<file path="config.mk">
export PLATFORM = sky130hd
export DESIGN_NAME = simmem_delay_releaser
export DESIGN_NICKNAME = d
export VERILOG_FILES = /design/src/rtl/simmem_delay_releaser.sv
export SDC_FILE = /design/constraint.sdc
export NUM_CORES = 1
export LEC_CHECK = 0
export BUFFER_PORTS_ARGS = -buffer_cell sky130_fd_sc_hd__buf_2
export CAP_MARGIN = 20
export CORE_UTILIZATION = 45
export CTS_CLUSTER_DIAMETER = 40
export DETAILED_ROUTE_END_ITERATION = 12
export HOLD_SLACK_MARGIN = 0.12
export MAX_ROUTING_LAYER = met4
export PLACE_DENSITY = 0.73
export SYNTH_ARGS = -nofsm -noshare
export SYNTH_HDL_FRONTEND = slang
export SYNTH_SLANG_ARGS = --single-unit
export TNS_END_PERCENT = 50
</file>
<file path="constraint.sdc">
create_clock -name clk_i -period 16.3 [get_ports clk_i]
set_clock_uncertainty 0.05 [all_clocks]
set_input_delay 1.63 -clock clk_i [delete_from_list [all_inputs] [get_ports clk_i]]
set_output_delay 1.63 -clock clk_i [all_outputs]
set_load 0.01 [all_outputs]
</file>
<file path="src/rtl/simmem_delay_releaser.sv">
// Release-enable generator for the simulated-memory response path.
// Each accepted request waits in a delay slot while its counter runs down. When the counter
// expires, the slot turns into a per-ID release credit. release_en_o[id] is high while that
// ID holds at least one credit. Each response the bank reports as released uses up one credit.
module simmem_delay_releaser #(
    parameter int unsigned IDWidth    = 4,
    parameter int unsigned NumSlots   = 16,
    parameter int unsigned DelayWidth = 8
) (
    input  logic                             clk_i,
    input  logic                             rst_i,
    input  logic                             req_valid_i,
    output logic                             req_ready_o,
    input  logic [IDWidth-1:0]               req_id_i,
    input  logic [DelayWidth-1:0]            req_delay_i,
    output logic [2**IDWidth-1:0]            release_en_o,
    input  logic                             rsp_released_i,
    input  logic [IDWidth-1:0]               rsp_released_id_i,
    output logic [$clog2(NumSlots+1)-1:0]    outstanding_o
);

    localparam int unsigned NumIds   = 2 ** IDWidth;
    localparam int unsigned CntWidth = $clog2(NumSlots + 1);
    localparam int unsigned SlotIdxW = (NumSlots > 1) ? $clog2(NumSlots) : 1;

    // Delay slot state
    logic [NumSlots-1:0]   slot_valid_q, slot_valid_d;
    logic [IDWidth-1:0]    slot_id_q    [NumSlots];
    logic [IDWidth-1:0]    slot_id_d    [NumSlots];
    logic [DelayWidth-1:0] slot_cnt_q   [NumSlots];
    logic [DelayWidth-1:0] slot_cnt_d   [NumSlots];

    // Per-ID release credits and the total occupancy (slots in use plus credits)
    logic [CntWidth-1:0]   credit_q     [NumIds];
    logic [CntWidth-1:0]   credit_d     [NumIds];
    logic [CntWidth-1:0]   outstanding_q, outstanding_d;

    logic                  free_found;
    logic [SlotIdxW-1:0]   free_idx;
    logic                  xfer_found;
    logic [SlotIdxW-1:0]   xfer_idx;
    logic [IDWidth-1:0]    xfer_id;
    logic                  accept;
    logic                  rel_ok;

    // Ready is derived from registered occupancy only and is forced low during reset
    assign req_ready_o   = !rst_i && (outstanding_q < CntWidth'(NumSlots));
    assign accept        = req_valid_i && req_ready_o && free_found;
    assign rel_ok        = rsp_released_i && (credit_q[rsp_released_id_i] != '0);
    assign xfer_id       = slot_id_q[xfer_idx];
    assign outstanding_o = outstanding_q;

    // Find the lowest-index free slot, using registered valid bits only
    always_comb begin
        free_found = 1'b0;
        free_idx   = '0;
        for (int i = 0; i < NumSlots; i++) begin
            if (!slot_valid_q[i] && !free_found) begin
                free_found = 1'b1;
                free_idx   = SlotIdxW'(i);
            end
        end
    end

    // Find the lowest-index expired slot; only this slot moves into a credit this cycle
    always_comb begin
        xfer_found = 1'b0;
        xfer_idx   = '0;
        for (int i = 0; i < NumSlots; i++) begin
            if (slot_valid_q[i] && (slot_cnt_q[i] == '0) && !xfer_found) begin
                xfer_found = 1'b1;
                xfer_idx   = SlotIdxW'(i);
            end
        end
    end

    // Slot next state: count down, free the transferred slot, load the accepted request
    always_comb begin
        slot_valid_d = slot_valid_q;
        for (int i = 0; i < NumSlots; i++) begin
            slot_id_d[i]  = slot_id_q[i];
            slot_cnt_d[i] = slot_cnt_q[i];
            if (slot_valid_q[i] && (slot_cnt_q[i] != '0)) begin
                slot_cnt_d[i] = slot_cnt_q[i] - 1'b1;
            end
        end
        if (xfer_found) begin
            slot_valid_d[xfer_idx] = 1'b0;
        end
        // free_idx comes from !slot_valid_q, so it never equals xfer_idx
        if (accept) begin
            slot_valid_d[free_idx] = 1'b1;
            slot_id_d[free_idx]    = req_id_i;
            slot_cnt_d[free_idx]   = req_delay_i;
        end
    end

    // Credit next state: a transfer adds one and a valid release removes one;
    // both on the same ID in the same cycle leave the count unchanged
    always_comb begin
        for (int j = 0; j < NumIds; j++) begin
            credit_d[j] = credit_q[j];
            if (xfer_found && (xfer_id == IDWidth'(j))) begin
                credit_d[j] = credit_d[j] + 1'b1;
            end
            if (rel_ok && (rsp_released_id_i == IDWidth'(j))) begin
                credit_d[j] = credit_d[j] - 1'b1;
            end
        end
    end

    // Occupancy next state: transfers move an entry from slot to credit without changing it
    always_comb begin
        outstanding_d = outstanding_q;
        unique case ({accept, rel_ok})
            2'b10:   outstanding_d = outstanding_q + 1'b1;
            2'b01:   outstanding_d = outstanding_q - 1'b1;
            default: outstanding_d = outstanding_q;
        endcase
    end

    // Release-enable decode from registered credits
    always_comb begin
        release_en_o = '0;
        for (int j = 0; j < NumIds; j++) begin
            release_en_o[j] = (credit_q[j] != '0);
        end
    end

    // State registers; reset drops all pending timings and credits immediately
    always_ff @(posedge clk_i or posedge rst_i) begin
        if (rst_i) begin
            slot_valid_q  <= '0;
            outstanding_q <= '0;
            for (int i = 0; i < NumSlots; i++) begin
                slot_id_q[i]  <= '0;
                slot_cnt_q[i] <= '0;
            end
            for (int j = 0; j < NumIds; j++) begin
                credit_q[j] <= '0;
            end
        end else begin
            slot_valid_q  <= slot_valid_d;
            outstanding_q <= outstanding_d;
            for (int i = 0; i < NumSlots; i++) begin
                slot_id_q[i]  <= slot_id_d[i];
                slot_cnt_q[i] <= slot_cnt_d[i];
            end
            for (int j = 0; j < NumIds; j++) begin
                credit_q[j] <= credit_d[j];
            end
        end
    end

`ifndef SYNTHESIS
    // Flag a release pulse for an ID that holds no credit; the pulse itself is ignored
    always_ff @(posedge clk_i) begin
        if (!rst_i && rsp_released_i && (credit_q[rsp_released_id_i] == '0)) begin
            $warning("simmem_delay_releaser: release for id %0d with no credit ignored",
                     rsp_released_id_i);
        end
    end
`endif

endmodule

</file>
==> run summary, run 1 <==
The run finished with clean final reports. The H-tree depth reported by CTS came out at 2. Counting flops with an async set or reset pin after synthesis yields a share of 100%. The signal on the critical path passes through inv_1 > ha_1 > or4b_4 > or4_4 > nand4_2 > or3_1 > a211o_4 > and2_4 > mux2i_1 > o2111ai_1 > nand4_2 > nor4_4 > mux2i_1 > ha_1 > nand4_1 > a2111oi_0 > a41oi_1 > xnor2_1. The number of failing setup endpoints in the final timing report came out at 0.

Grouping stages by cell kind, the critical path spends the most delay in simple AND/OR/NAND/NOR gates. After synthesis the cells add up to between 15000 and 20000 sq um. From synthesis to final layout, the design area changed by 11.8%. The final worst-path cycle share is 37.4%. The number of antenna violations at the first check in global routing is 2. The die footprint is 41600 sq um. The placed wire-length estimate came out at 29.3 mm. The routed wire length per instance came out at 17.5 um. The detailed-route DRC error count is 0. The critical path in this run is classified as reg2reg.

The height of the chip is ~200 um. The detailed-routing iteration count for the pre-antenna-repair pass is 5. Headroom to the max-slew limit came out at 21.8%. In this run, the number of DRC markers left after iteration 0 of detailed routing was 957. For the worst setup path, the data arrival time is ~6500 ps.

The top cell type by total area after synthesis is dfrtp_1. Counting every net in the synthesized netlist gives 2011. The number of resized instances in the post-cts repair step came out at 0. The power per cell area came out at between 150 and 200 nW/um^2.

The core box area came out at about 40000 sq um. The clock network latency to the later pin of the worst-skew pair is 570 ps. The worst path needs 6090 ps of the cycle, external delays included. The proportion of synthesized chip area in sequential cells is 39.9%. After synthesis, the cell types taking the most area are dfrtp_1, xnor2_1, mux2_2. The final-report max-slew violation count is 0. After the last flow step, the layout net total stands at 2027. In this run the worst hold path is classified as reg2reg. The first-pass GRT wire length is 72.0 mm. Setup repair after global routing left no endpoint under its margin. TritonCTS built the clock tree. The longest clock path from root to sink contains 3 buffers. The max-cap check violation count came out at 0. The chip width came out at 204 um. Final hold analysis gives a worst-case slack of 416 ps. The number of standard cells after synthesis came out at 1916. The area of all placed cells without fillers is 20500 sq um.

The Yosys step of the flow raised 0 warnings. For this design, the CTS-stage hold fixing added 0 buffers. The largest single stage delay on the critical path is 780 ps. The TritonCTS sink count is 293.

After synthesis, the largest area contributor takes up 39.9% of total cell area. The upper clock frequency limit came out at 0.164 GHz. The total number of placement rows came out at 73.

Together, buffers and inverters on the worst path number 1. The slew at the pin closest to its max-slew limit is around 1200 ps. The fill cell total of the finished layout came out at about 3500. The count of input and output buffers came out at 41. The total global routing overflow is 0. The total via count after detailed routing is 14200.

The routed wire length came out at 43.7 mm. The highest ir drop seen on vdd is 0.0787 mV. After synthesis the netlist holds a flip-flop and latch count of slightly below 300. The average cell area after synthesis came out at 9.58 sq um.

The cell sitting at the root of the clock tree is a clkbuf_16. The TritonCTS buffer count came out at 46. The setup fix buffers added after clock tree synthesis is 0. The initial core utilization is 45.9%. Across every metal layer, demand over resource in global routing totals a little over a fifth. The weighted congestion at the end of routability-driven global placement is 0.899. The reported leakage power is roughly 8.5 nW. The worst setup path is captured at a flop. The instance area after placement came out at 18900 sq um. The average vias per placed instance is 5.70.

The CTS clock-pin slew for the worst setup and hold paths is 60 ps. The total negative slack for setup checks came out at 0 ps. The number of distinct library cell variants in the gate-level netlist after synthesis is 86.

The pin count of the biggest net entering global routing is around 190. The fraction of layout instances using a drive strength above 1 is 14.9%. The largest fanout on the critical path is 22. The worst setup path is launched from a flop. The number of synthesized flops with an enable pin is 0. On the critical path, the stage with the largest delay is an instance of nor4_4.

The antenna violation net count after detailed routing is 0. The I/O pin count came out at 42. The required time at the endpoint of the critical path is 16710 ps.

The final-report hold violation count was 0. The number of global-route vias before repair is around 14000. For this run, the leading register cell type out of synthesis is dfrtp_1.
[per-layer routing]
metal / vias to the layer above / track usage [%] / wire (um)
met2: 328 / 35.3 / 20600
met3: 82 / 3.09 / 2060
met4: 0 / 6.96 / 1130
met1: 6990 / 28.4 / 19900
li1: 6825 / - / -
met5: - / - / 0
[cells in the final DEF (no fill, tap or decap), drive strengths merged, types with 10 or more instances in the layout]
cell type / instances
nor2b: 12
nor4: 50
and2: 18
nor3b: 11
and3: 11
a21o: 12
inv: 102
nor2: 121
nand4: 31
mux2: 103
nand2: 236
a32oi: 16
o21ai: 128
nor3: 61
dfrtp: 293
buf: 56
xor2: 67
xnor2: 141
or4: 12
or3: 16
clkinv: 10
nand3: 71
a2111oi: 11
mux2i: 54
ha: 74
nand2b: 12
a21oi: 57
a31oi: 18
clkbuf: 55
[path summary, 6_finish.rpt]
kind / start / to / slack, ps / cells past startpoint
max reg2reg: slot_cnt_q[72] / credit_q[14] / 10210 / 18
min: credit_q[19] / credit_q[19] / 420 / 1
min reg2reg: credit_q[19] / credit_q[19] / 420 / 1
max: slot_cnt_q[72] / credit_q[14] / 10210 / 18
max in group asynchronous: rst_i / slot_cnt_q[68] / 13540 / 3
min in group asynchronous: rst_i / outstanding_o[2] / 1100 / 2
[Yosys cell counts, types with 6 or more instances]
| cell | count |
|---|---|
| a32oi_1 | 16 |
| or3_1 | 15 |
| buf_6 | 7 |
| nor4_1 | 25 |
| nor2_1 | 120 |
| buf_2 | 6 |
| dfrtp_1 | 293 |
| a21oi_1 | 57 |
| o211ai_1 | 7 |
| nor4_4 | 17 |
| or4_1 | 10 |
| nor3b_1 | 11 |
| o31ai_1 | 7 |
| nand4_1 | 26 |
| xnor2_1 | 140 |
| a31oi_1 | 18 |
| mux2i_1 | 54 |
| and2_1 | 17 |
| a2111oi_0 | 10 |
| a21o_1 | 12 |
| inv_1 | 91 |
| mux2_2 | 98 |
| nor3_1 | 61 |
| o21ai_0 | 126 |
| nand2b_1 | 12 |
| and3_1 | 11 |
| xor2_1 | 67 |
| clkbuf_1 | 69 |
| nor4_2 | 8 |
| nand3_1 | 71 |
| a41oi_1 | 9 |
| nor2b_1 | 12 |
| nand2_1 | 234 |
| ha_1 | 74 |
[stage by stage]
step | util (%) | worst slack, ps | total power (W) | cells
2_1_floorplan | - | 6530 | 0.00208 | 1916
3_3_place_gp | 47.3 | 10500 | 0.00229 | 2408
3_5_place_dp | 47.3 | 10250 | 0.00234 | 2408
4_1_cts | 51.3 | 10260 | 0.00337 | 2494
5_1_grt | 51.3 | 9840 | 0.00358 | 2497
6_report | 51.3 | 10210 | 0.00336 | 2497
[power breakdown]
part	internal, W	switching, W
Sequential	0.000958	0.000243
Combinational	0.000485	0.000670
Clock	0.000615	0.000386
Total	0.00206	0.00130
[state kept, by name (all words and copies together) (netlist names)]
| name | flops |
|---|---|
| slot_id_q | 64 |
| credit_q | 80 |
| slot_valid_q | 16 |
| outstanding_o | 5 |
| slot_cnt_q | 128 |
[worst reg2reg max path, stage by stage, from the launching register on]
cell	delay (ps)
dfrtp_1	370
inv_1	90
ha_1	170
or4b_4	470
or4_4	450
nand4_2	180
or3_1	370
a211o_4	190
and2_4	310
mux2i_1	130
o2111ai_1	260
nand4_2	750
nor4_4	790
mux2i_1	330
ha_1	190
nand4_1	170
a2111oi_0	460
a41oi_1	110
xnor2_1	160
[cell families after synthesis]
| logic type | synth area share [%] |
|---|---|
| compound gates | 11.0 |
| mux | 9.38 |
| buf+inv | 4.16 |
| simple gates | 20.4 |
| flops | 39.9 |
| fa+ha+maj | 5.15 |
| xor+xnor | 10.0 |
[layout make-up]
class	instances	area, sq um	share of cell area (%)
Clock inverter	31	328	1.60
Multi-Input combinational cell	1444	10300	50.0
Sequential cell	293	7330	35.7
Inverter	91	349	1.70
Tap cell	525	657	3.20
Timing Repair Buffer	56	330	1.61
Antenna cell	2	5.00	0.0244
Clock buffer	55	1270	6.17
Power figures use the tool's default switching activity.
==> run 2: changes to the inputs <==
clock period = 6.3 ns   (was 16.3 ns; I/O delays follow)
==> run 2 against run 1 <==
Effect of this change: hold slack got worse by 170 ps; critical path depth is 1 higher; global-route usage up 1.0 points; clock power rose to 2.8 times the previous value; core utilization is 0.74 points higher; count of clock-buffer cells in the layout stayed put; largest cell class unchanged; largest power group unchanged; highest routed layer unchanged.
==> run summary, run 2 (same netlist as run 1, synthesis figures left out) <==
The flow ran to the end, and the final reports show no timing, DRC or antenna violations. The floorplan has 73 rows. Dividing the detail-routed via count by the number of cells gives 5.76. The initial core utilization came out at 45.9%. The fraction of layout instances using a drive strength above 1 is 15.8%. The number of cell instances on the worst register-to-register path came out at 19. Dividing the detail-routed wire length by the instance count gives 18.2 um. The switching component of the power came out at 0.00342 W. The startpoint identified for the worst register-to-register timing path is slot_cnt_q[72]. The critical path goes through inv_1 > ha_1 > or4b_4 > or4_4 > nand4_2 > or3_1 > a211o_4 > and2_4 > mux2_2 > a211o_1 > and4_4 > or4_4 > mux2i_1 > ha_1 > inv_1 > or2_2 > o311a_1 > mux2i_1 > xnor2_1. Leaving out fill and tap cells, the most frequent cell in the layout is dfrtp_1.

The worst register-to-register path ends at credit_q[29]. Buffers placed on the I/O ports in this run total 41. The final period demand of the worst path came out at 5940 ps.

The top cell types in the final layout, fill and taps aside, are dfrtp_1, nand2_1, xnor2_1. In this run the number of H-tree levels came out at 2. The number of failing setup endpoints in the final timing report came out at 0.

The core box area is 40000 sq um. The worst setup path is launched from a flop. The minimum setup slack among reg-to-reg paths came out at 360 ps. The routed wire length came out at around 46 mm. For this design, the CTS-stage hold fixing added 0 buffers.

The TritonCTS buffer count is 47. The largest single stage delay on the critical path is 660 ps. The pre-CTS setup slack is 249 ps. The detailed-routing iteration count for the pre-antenna-repair pass is 5. The height of the chip came out at 204 um. The upper clock frequency limit came out at 0.168 GHz. The number of global-route vias before repair is about 14000.

The post-synthesis to final-layout area growth came out at 13.4%. The final instance count without filler cells is around 2500. The die footprint came out at 41600 sq um. Across every metal layer, demand over resource in global routing totals 22.9%. The reported leakage power came out at 8.63 nW. Of the available clock period, the critical path in the final layout requires 94.3%. The register with the most flip-flops is slot_cnt_q. Registers are responsible for 34.4% of the overall power. Setup repair after global routing left no endpoint under its margin.

At the end of routability-driven placement, the weighted congestion stood at 0.922. The slowest cell on the critical path is or4_4. At the pin with the least slew margin, the transition time is 1040 ps. The detailed-route DRC error count came out at 0. The pin count of the biggest net entering global routing came out at 194. The final-report hold violation count came to 0. The number of buffers on the longest clock path is 3.

The antenna violation net count after detailed routing came out at 0. The tree is rooted in a clkbuf_16. The relative slew slack is 30.7%. At the worst endpoint, the arrival time is roughly 6400 ps. The instance count after placement with tap cells included came out at between 2000 and 2500. The total via count after detailed routing came out at 14500. The total global routing overflow is 0. The CTS tree is yes. The clock network latency to the later pin of the worst-skew pair is 560 ps. The highest ir drop seen on vdd came out at 0.200 mV. Net switching is 37.9% of the power. The TritonCTS sink count is about 290. Detailed placement finished with a half-perimeter wire length of 30.8 mm. The combinational share of power came out at 34.2%.

Setup total negative slack on the finished layout was measured at 0 ps. Across the run, the number of max-cap violations was 0. The part of the power in the clock network is 31.3%. The internal power is approximately 0.0056 W.

The chip width came out at 204 um. The type of the tightest min-delay check is in2async. The critical path start-end classification is reg2reg.

The final-report max-slew violation count came to 0. The CTS clock-pin slew for the worst setup and hold paths came out at 60 ps. The flip-flop count of the largest register, all copies and words added is 128. In the post-route analysis, the smallest setup slack over all paths is ~360 ps. In the final layout, the registers with the most flip-flops are slot_cnt_q x128, credit_q x80, slot_id_q x64.

The number of antenna violations at the first check in global routing came out at 3. The first-pass GRT wire length came out at approximately 75 mm. The worst setup path is captured at a flop. The number of DRC markers in iteration 0 came out at 1002. The power per cell area came out at 433 nW/um^2. The number of nets in the layout came out at just over 2000. In this run the worst path has a maximum fanout of 22. The I/O pin count is between 40 and 50.

STA puts the critical path data required time at slightly below 7000 ps.
-- run 2: changes by cell type in the layout (fill, tap and decap cells not counted), sizes merged --
cell,previous run,this run
diode,2,3
bufinv,3,9
inv,102,98
clkinv,10,8
buf,56,78
-- run 2: layer usage --
layer	part of all wire (%)	GRT usage [%]	vias to the layer above
met4	2.5	7.28	0
met5	0	-	-
met3	5.5	3.09	95
li1	-	-	6856
met2	48	37.4	399
met1	44	29.5	7160
-- run 2: metrics by stage --
step                total power [W]  area, sq um  hold slack (ps)  utilization (%)
global route                0.00954        20800              310             52.1
finish                      0.00902        20800              245             52.1
CTS                         0.00902        20700              250             51.8
detailed placement          0.00613        19000              411             47.5
floorplan                   0.00539        18400              393                -
global placement            0.00595        19000              407             47.5
-- run 2: final cells by class --
cell class / count / area (sq um)
Sequential cell: 293 / 7330
Tap cell: 525 / 657
Clock buffer: 55 / 1270
Inverter: 91 / 345
Antenna cell: 3 / 7.51
Multi-Input combinational cell: 1444 / 10300
Fill cell: 3447 / 19200
Timing Repair Buffer: 78 / 493
Clock inverter: 31 / 452
-- run 2: power by group through the flow --
stage / Sequential, W / Combinational [W] / Clock [W]
global route: 0.00318 / 0.00343 / 0.00294
global placement: 0.00307 / 0.00288 / 0
floorplan: 0.00294 / 0.00245 / 0
CTS: 0.00308 / 0.00307 / 0.00286
detailed placement: 0.00310 / 0.00303 / 0
finish: 0.00310 / 0.00309 / 0.00282
-- run 2: worst max-delay path by stage --
| stage | startpoint | to | cells past startpoint |
|---|---|---|---|
| 3_3_place_gp | slot_cnt_q[72] | credit_q[14] | 18 |
| 5_1_grt | slot_cnt_q[40] | credit_q[79] | 20 |
| 3_5_place_dp | slot_cnt_q[72] | credit_q[14] | 18 |
| 6_report | slot_cnt_q[72] | credit_q[29] | 19 |
| 2_1_floorplan | slot_cnt_q[72] | credit_q[29] | 24 |
| 4_1_cts | slot_cnt_q[56] | credit_q[14] | 18 |
-- run 2: what timing repair did --
action	4_1_cts	5_1_grt
buffers inserted	0	10
endpoints found under the setup margin	0	13
resized for setup	0	2
-- run 2: worst max-delay path: cells and delay by family (launching register included) --
kind | cells | cell delay (ps)
muxes | 3 | 820
adders and majority gates | 2 | 350
AOI/OAI and AO/OA | 3 | 850
and+or+nand+nor | 8 | 3150
buffers and inverters | 2 | 130
xor gates and xnor gates | 1 | 140
DFF | 1 | 370
==> run 3: changes to the inputs <==
CORE_MARGIN = 2   (was unset)
CTS_CLUSTER_DIAMETER = 120   (was 40)
==> run 3 against run 2 <==
Effect of this change: sequential power barely moved; power down 9.0%; count of clock-buffer cells in the layout decreased by 23; sequential cell count unchanged; design area shrank 3.2%; fmax decreased by 0.57%; final cell count is 1.5% lower; highest routed layer unchanged; combinational power fell by 3%; largest cell class unchanged; critical path depth shrank 1; global-route usage shrank 1.6 points; via count shrank 1.8%.
==> run summary, run 3 (same netlist as run 1, synthesis figures left out) <==
The flow ran to the end, and the final reports show no timing, DRC or antenna violations. The minimum setup slack among reg-to-reg paths is ~320 ps. The clock network latency to the later pin of the worst-skew pair is 590 ps.

CTS built an H-tree with a depth of 1. Dividing the detail-routed via count by the number of cells gives 5.74. The fill cell total of the finished layout is 3690.

The core box area came out at 40600 sq um. Ranked by flip-flop count, first place goes to slot_cnt_q. The final worst-path cycle share came out at 94.9%.

The final core utilization is approximately half. The weighted congestion at the end of routability-driven global placement came out at 0.905. The routed wire length is 43.7 mm. The number of antenna violations at the first check in global routing is 2. The upper clock frequency limit is 0.167 GHz.

STA classifies the critical path startpoint as a flop. The min-delay analysis places its worst path in the category reg2reg. In this run the count of I/O pins placed on the die edge is 42. The critical path arrival came out at 6440 ps. The CTS clock-pin slew for the worst setup and hold paths came out at 70 ps.

The startpoint identified for the worst register-to-register timing path is slot_cnt_q[72]. The worst setup path is captured at a flop. Internal power comes to 0.00502 W. The number of cell instances on the worst register-to-register path is 18. The endpoint identified for the worst register-to-register timing path is credit_q[34].

The die footprint is 42400 sq um. TritonCTS built the clock tree. The reported leakage power is 8.29 nW. Global routing consumed, on the met3 layer, 2.78% of the routing resources. The sequential fraction of design power came out at 37.9%.

The flip-flop count of the largest register, all copies and words added came out at 128. The tool flagged a number of max-cap violations equal to 0. The relative slew slack came out at 31.3%. The critical path start-end classification is reg2reg. The total number of placement rows came out at 74. Leaving out fill and tap cells, the most frequent cell in the layout is dfrtp_1.

The height of the chip came out at about 210 um. The switching component of the power is 0.00319 W. The first-pass GRT wire length is around 72 mm. The TritonCTS sink count came out at 293. The required time at the endpoint of the critical path is slightly below 7000 ps. The library cell used as clock root buffer is clkbuf_16.

Entering global routing, the biggest net connects 181 pins. The highest ir drop seen on vdd came out at 0.228 mV. The chip width came out at approximately 210 um.

The total negative slack for setup checks is 0 ps. The part of the power in the clock network is 25.6%. The global routing stage identified its most utilized layer as met2. The largest fanout on the critical path came out at 15. The total global routing overflow is 0. The TritonCTS buffer count came out at 31. The number of buffers on the longest clock path is 3. The slew at the pin closest to its max-slew limit came out at 1030 ps.

The post-route netlist has 14.1% of its cells at a drive strength greater than 1. The met2 capacity usage during global routing is 34.3%. The count of input and output buffers is 41. The met1 layer usage reported by global route is between 20% and 30%. The final period demand of the worst path is 5980 ps. After detailed routing, the average wire length per cell comes to between 15 and 20 um. In this run, the number of DRC markers left after iteration 0 of detailed routing was approximately 1100.

The instance count along the most critical hold path is 1. The final-report hold violation count is 0. The switching portion of total power is 38.9%. The pre-antenna-repair detailed-routing pass consisted of 5 iterations. The startpoint identified for the worst hold timing path is credit_q[24]. The power per cell area came out at about 400 nW/um^2. The total via count after detailed routing came out at around 14000. The final layout contains 2020 nets. From synthesis to final layout, the design area changed by 9.85%.

Global routing used 21.3% of the available tracks. The largest registers in the layout are slot_cnt_q x128, credit_q x80, slot_id_q x64. For this run, design rule violations remaining after detail routing come to 0. The placed wire-length estimate came out at 30.2 mm. The antenna violation net count after detailed routing is 0. Combinational logic is responsible for 36.6% of the overall power.

The initial core utilization came out at ~45%. For hold timing, the worst endpoint is credit_q[24]. The final-report max-slew violation count came out at 0. The library cells used most frequently in the layout, excluding fill and tap cells, are dfrtp_1, nand2_1, xnor2_1. Setup repair after global routing left no endpoint under its margin. The number of global-route vias before repair is 13900. The number of failing setup endpoints in the final timing report came out at 0.
run 3: worst max-delay path by stage:
stage                    from           end  slack (ps)  cells after the start
4_1_cts        slot_cnt_q[72]  credit_q[14]         300                     18
2_1_floorplan  slot_cnt_q[72]  credit_q[29]         940                     24
6_report       slot_cnt_q[72]  credit_q[34]         320                     18
3_5_place_dp   slot_cnt_q[72]  credit_q[14]         310                     18
3_3_place_gp   slot_cnt_q[72]  credit_q[14]         560                     18
5_1_grt        slot_cnt_q[56]  credit_q[34]           4                     18
run 3: repair_timing:
action                                 4_1_cts  5_1_grt
setup endpoints to repair                    0        7
resized for setup                            0        1
buffers inserted                             0        2
endpoints found under the hold margin       11        0
hold buffers                                 1        0
run 3: layout make-up:
type                    count  area, sq um  area share (%)
flip-flops and latches    293         7330            36.3
well taps                 532          666            3.30
inverters                  91          345            1.71
clock buffers              32          790            3.91
repair buffers             64          390            1.94
multi-input cells        1444        10300            50.9
diodes                      2         5.00          0.0248
clock inverters            24          372            1.84
run 3: critical path, cell delays in order, from the launching register on:
cell and delay (ps):
dfrtp_1 380, inv_1 100, ha_1 160, or4b_4 470
or4_4 450, nand4_2 180, or3_1 390, nor3_1 240
nor2_1 400, mux2i_1 310, o211a_1 250, nand4_4 410
nor4_4 730, mux2i_1 320, ha_1 180, nand3_1 150
a2111o_1 440, o21ai_1 100, xor2_1 150
run 3: stage by stage:
| step | std cells | area (sq um) | setup slack (ps) | hold slack, ps | power, W |
|---|---|---|---|---|---|
| final | 2482 | 20200 | 324 | 422 | 0.00821 |
| after global placement | 2419 | 19000 | 559 | 410 | 0.00591 |
| after floorplan | 1916 | 18400 | 938 | 393 | 0.00539 |
| after global routing | 2482 | 20200 | 4.16 | 438 | 0.00877 |
| after CTS | 2477 | 20100 | 296 | 423 | 0.00822 |
| after detailed placement | 2420 | 19000 | 311 | 407 | 0.00608 |
run 3: layer usage:
metal / up-vias / part of all wire [%]
met3: 78 / 5.0
met4: 0 / 2.3
met5: - / 0
li1: 6789 / -
met1: 7040 / 45
met2: 338 / 48
run 3: power groups by stage:
stage          Combinational, W  Sequential (W)  Clock [W]
3_3_place_gp            0.00282         0.00308          0
2_1_floorplan           0.00245         0.00294          0
5_1_grt                 0.00337         0.00320    0.00221
6_report                0.00300         0.00311    0.00210
4_1_cts                 0.00300         0.00309    0.00213
3_5_place_dp            0.00297         0.00311          0
